--- config.mk ---
export PLATFORM = sky130hd
export DESIGN_NAME = generic__majn_filter
export DESIGN_NICKNAME = d
export VERILOG_FILES = /design/src/rtl/generic__majn_filter.sv
export SDC_FILE = /design/constraint.sdc
export NUM_CORES = 1
export LEC_CHECK = 0
export BUFFER_PORTS_ARGS = -buffer_cell sky130_fd_sc_hd__buf_2
export CAP_MARGIN = 5
export CORE_MARGIN = 2
export CORE_UTILIZATION = 50
export CTS_CLUSTER_DIAMETER = 40
export DETAILED_ROUTE_END_ITERATION = 12
export GPL_TIMING_DRIVEN = 1
export HOLD_SLACK_MARGIN = 0.1
export PLACE_DENSITY = 0.74
export SYNTH_ARGS = -nofsm -noshare
export SYNTH_HDL_FRONTEND = slang
export SYNTH_SLANG_ARGS = --single-unit
--- constraint.sdc ---
create_clock -name clk -period 5.3 [get_ports clk]
set_input_delay 0.53 -clock clk [delete_from_list [all_inputs] [get_ports clk]]
set_output_delay 0.53 -clock clk [all_outputs]
set_load 0.01 [all_outputs]
--- src/rtl/generic__majn_filter.sv ---
// generic__majn_filter: multi-channel majority-vote deglitch filter for asynchronous pad inputs.
// Each channel runs a SYNC_STAGES-deep synchroniser, then a DEPTH-bit sample window that shifts on
// sample_en, then an N-of-DEPTH vote that is registered into dout with single-cycle rise/fall strobes.
// Build option GENERIC_MAJN_HYST_EN: when defined, dout changes only once every window bit disagrees
// with the current dout (full-window hysteresis) instead of following the simple majority.
module generic__majn_filter #(
  parameter int unsigned CHANNELS    = 2,
  parameter int unsigned DEPTH       = 5,
  parameter int unsigned SYNC_STAGES = 2,
  parameter logic        RESET_VAL   = 1'b1
) (
  input  logic                clk,
  input  logic                rst_n,
  input  logic                sample_en,
  input  logic                flush,
  input  logic [CHANNELS-1:0] din,
  output logic [CHANNELS-1:0] dout,
  output logic [CHANNELS-1:0] rise,
  output logic [CHANNELS-1:0] fall
);

  localparam int unsigned CW  = $clog2(DEPTH + 1);
  localparam int unsigned THR = (DEPTH + 1) / 2;

  // Reject illegal configurations at elaboration time.
  if ((DEPTH % 2) == 0 || DEPTH < 3 || DEPTH > 15) begin : g_bad_depth
    $error("generic__majn_filter: DEPTH must be odd and within 3..15");
  end
  if (CHANNELS < 1 || CHANNELS > 8) begin : g_bad_channels
    $error("generic__majn_filter: CHANNELS must be within 1..8");
  end
  if (SYNC_STAGES > 3) begin : g_bad_sync
    $error("generic__majn_filter: SYNC_STAGES must be within 0..3");
  end

  logic [CHANNELS-1:0] s;

  if (SYNC_STAGES == 0) begin : g_nosync
    assign s = din;
  end else begin : g_sync
    logic [CHANNELS-1:0] sync_q [SYNC_STAGES];

    // Synchroniser chain: shifts every clk, untouched by sample_en and flush.
    always_ff @(posedge clk or negedge rst_n) begin
      if (!rst_n) begin
        for (int i = 0; i < int'(SYNC_STAGES); i++) begin
          sync_q[i] <= {CHANNELS{RESET_VAL}};
        end
      end else begin
        sync_q[0] <= din;
        for (int i = 1; i < int'(SYNC_STAGES); i++) begin
          sync_q[i] <= sync_q[i-1];
        end
      end
    end

    assign s = sync_q[SYNC_STAGES-1];
  end

  logic [DEPTH-1:0]    win_q [CHANNELS];
  logic [DEPTH-1:0]    win_d [CHANNELS];
  logic [CHANNELS-1:0] vote;
  logic [CHANNELS-1:0] dout_q, dout_d;
  logic [CHANNELS-1:0] rise_q, rise_d;
  logic [CHANNELS-1:0] fall_q, fall_d;

  // Window next state: flush reloads, otherwise shift in the synchronised sample on each tick.
  always_comb begin
    for (int c = 0; c < int'(CHANNELS); c++) begin
      win_d[c] = win_q[c];
      if (flush) begin
        win_d[c] = {DEPTH{RESET_VAL}};
      end else if (sample_en) begin
        win_d[c] = {win_q[c][DEPTH-2:0], s[c]};
      end
    end
  end

`ifdef GENERIC_MAJN_HYST_EN
  // Hysteresis vote: flip only when the whole window opposes the current output.
  always_comb begin
    vote = dout_q;
    for (int c = 0; c < int'(CHANNELS); c++) begin
      if (win_q[c] == {DEPTH{~dout_q[c]}}) begin
        vote[c] = ~dout_q[c];
      end
    end
  end
`else
  localparam logic [CW-1:0] ThrW = CW'(THR);

  logic [CW-1:0] ones [CHANNELS];

  // Majority vote: popcount of the current window against the half-plus-one threshold.
  always_comb begin
    vote = '0;
    for (int c = 0; c < int'(CHANNELS); c++) begin
      ones[c] = '0;
      for (int b = 0; b < int'(DEPTH); b++) begin
        ones[c] = ones[c] + CW'(win_q[c][b]);
      end
      vote[c] = (ones[c] >= ThrW);
    end
  end
`endif

  // Output next state: flush forces RESET_VAL and suppresses strobes even if dout changes.
  always_comb begin
    dout_d = vote;
    rise_d = vote & ~dout_q;
    fall_d = ~vote & dout_q;
    if (flush) begin
      dout_d = {CHANNELS{RESET_VAL}};
      rise_d = '0;
      fall_d = '0;
    end
  end

  // Window and output registers with asynchronous return to the idle level.
  always_ff @(posedge clk or negedge rst_n) begin
    if (!rst_n) begin
      for (int c = 0; c < int'(CHANNELS); c++) begin
        win_q[c] <= {DEPTH{RESET_VAL}};
      end
      dout_q <= {CHANNELS{RESET_VAL}};
      rise_q <= '0;
      fall_q <= '0;
    end else begin
      for (int c = 0; c < int'(CHANNELS); c++) begin
        win_q[c] <= win_d[c];
      end
      dout_q <= dout_d;
      rise_q <= rise_d;
      fall_q <= fall_d;
    end
  end

  assign dout = dout_q;
  assign rise = rise_q;
  assign fall = fall_q;

endmodule

==> metrics.cfg <==
[status]
status = finished clean

[finish]
design_area_sq_mm = 0.001012
drive_gt1_share_pct = 36.67
nets = 105
diodes = 0
syn_to_final_growth_pct = 12.83

[cts]
cts_resized = 0
clk_path_buf_depth = 2
cts_made_buffers = 3
clk_pin_slew_ps = 100
cts_setup_buffers = 0
cts_tree = done
cts_root_buf = clkbuf_4
cts.htree.levels = 1
clock_sinks = 20
cts_hold_buffers = 0
clock_latency_ps = 290

[synth]
synth_top_family_by_area = adder cells
syn_avg_cell_area_sq_um = 11.65
yosysWarnings = 0
ys_seq_area_share_pct = 58.02
synth_mux_area_share_pct = 0
synth_area_leaders = dfstp_2 47%, dfrtp_1 11%, fa_1 8.9%, o211ai_1 8.4%, inv_1 6.7%
synth_compound_area_share_pct = 10.04
syn-instance-count = 77
synth_xor_area_share_pct = 0
yosys.area_share.simple_pct = 9.484
synth_adder_area_share_pct = 14.50
synth_nets = 91
synth_seq_cells = 20
synthesis.area_sq_um = 897.1
ys_types = 13
synth_top_cell_by_area = dfstp_2
yosysTopAreaCellShare_pct = 46.86

[worst_setup_path]
worstPathArrival_ps = 2590
critPathCaptureType = flop
cp_data_required_time_ps = 5510
cp_max_fo = 3
cp-start-kind = flop
criticalPathCategory = reg2reg

[global_routing]
grt_pass1_vias = 537
antenna_found_initial = 0
gr-total-overflow = 0
grt_use_total_pct = 15.60
grt_pass1_wl_um = 2283
grt_max_degree = 21

[floorplanning]
io_pins = 12
start_util_pct = 52.53
core_sq_mm = 0.001708
rows = 15
die_h_um = 46.36
die_w_um = 46.36
dieArea_sq_mm = 0.002149

[min_path]
timing.hold.worst.class = in2async

[pwr]
p_leak_uw = 0.0005240
clkPwrFrac_pct = 28.5
p_comb_share_pct = 13.9
swShare_pct = 24.11
internal-power_uw = 226.6
power.density_mw_per_mm2 = 295.0
pwr-share-seq_pct = 57.6
power.switching_uw = 71.99
ir_drop_mv = 0.2125

[route]
ant_nets = 0
drt-total-wl_um = 1254
wire_per_inst_um = 10.90
viasPerCell = 4.774
vias = 549
drt-initial-drc-count = 10
first_pass_iters = 4
drc = 0

[sta]
fin_skew_ps = 0.5079
setup_viol = 0
final.min_clock_period_ps = 2373
max_freq_mhz = 421.4
tightest_slew_ps = 417.7
slew_headroom_pct = 72.15
period_share_pct = 44.78
fin_tns_setup_ps = 0
slew_violations = 0
rsz0062_at_grt = no
hold_viol = 0

[placement]
gp_routability_congestion = 0.7138
placed_area_sq_um = 975.9
dpl.hpwl_um = 952.1
port_buffers = 11

[run]
max_cap_viol_count = 0

-- metrics by stage --
stage                     setup slack (ps)  total power (uW)  hold WS, ps  cells  utilization (%)
after floorplan                       3046             202.1        234.4     77                -
after global placement                2975             214.2        345.5    111            57.14
after detailed placement              2941             217.5        347.0    111            57.14
after CTS                             2907             304.8        157.0    115            59.27
after global routing                  2753             320.9        155.6    115            59.27
final                                 2927             298.6        153.1    115            59.27
-- synth_stat cells --
cell type and instances:
clkinv_1 1, nand2_1 12, dfrtp_1 4, and3_2 2, a211oi_1 2, nor2_1 2, clkbuf_1 2, dfstp_2 16
inv_1 16, o211ai_1 10, ha_1 4, fa_1 4, or3b_1 2
-- power by group through the flow --
stage	clock network, uW	logic (uW)	registers [uW]
finish	85.0	41.5	172
global route	97.3	49.8	174
CTS	89.8	42.8	172
detailed placement	0	42.8	175
global placement	0	39.7	174
floorplan	0	26.0	176
-- worst max-delay path, stage by stage (launching register included) --
cell and delay (ps):
dfstp_2 540, inv_1 60, fa_1 500, fa_1 380, inv_1 80, ha_1 120
or3b_1 380, a211oi_1 230
-- flip-flops by register name, indices dropped and copies added (netlist names) --
register / cells
fall: 2
dout: 2
s: 2
rise: 2
win_q: 10
g_sync.sync_q: 2
-- per-layer routing --
metal	share of wire (%)	up-vias	GRT usage, %
li1	-	272	-
met5	0	-	0
met4	1.7	0	5.143
met1	47	259	21.63
met2	46	14	22.50
met3	5.6	4	5.882
-- kinds of logic (layout without fill, tap and decap cells) --
kind of cell    after synthesis  in the layout
flops                        20             20
buf+inv                      19             32
simple gates                 18             18
compound gates               12             12
fa+ha+maj                     8              8
-- path summary, 6_finish.rpt --
| check | depth (start not counted) | startpoint | slack, ps | end |
|---|---|---|---|---|
| max | 7 | win_q[5] | 2930 | rise[0] |
| min | 1 | rst_n | 150 | fall[0] |
| max reg2reg | 7 | win_q[5] | 2930 | rise[0] |
| min reg2reg | 0 | g_sync.sync_q[3] | 360 | s[1] |
| max in group asynchronous | 1 | rst_n | 4820 | win_q[2] |
| min in group clk | 1 | din[0] | 320 | g_sync.sync_q[2] |
-- placed cells by master, fill, tap and decap left out, drive strengths merged --
cell type | synthesis | layout
dfrtp | 4 | 4
nand2 | 12 | 12
clkbuf | 2 | 4
ha | 4 | 4
and3 | 2 | 2
a211oi | 2 | 2
o211ai | 10 | 10
fa | 4 | 4
dfstp | 16 | 16
or3b | 2 | 2
buf | 0 | 11
nor2 | 2 | 2
inv | 16 | 16
clkinv | 1 | 1
-- cell type report --
type	instances	area, sq um
multi-input cells	38	305.3
repair buffers	11	55.05
well taps	25	31.28
inverters	17	63.81
fillers	145	695.7
flip-flops and latches	20	520.5
clock buffers	4	36.28
Power figures use the tool's default switching activity.
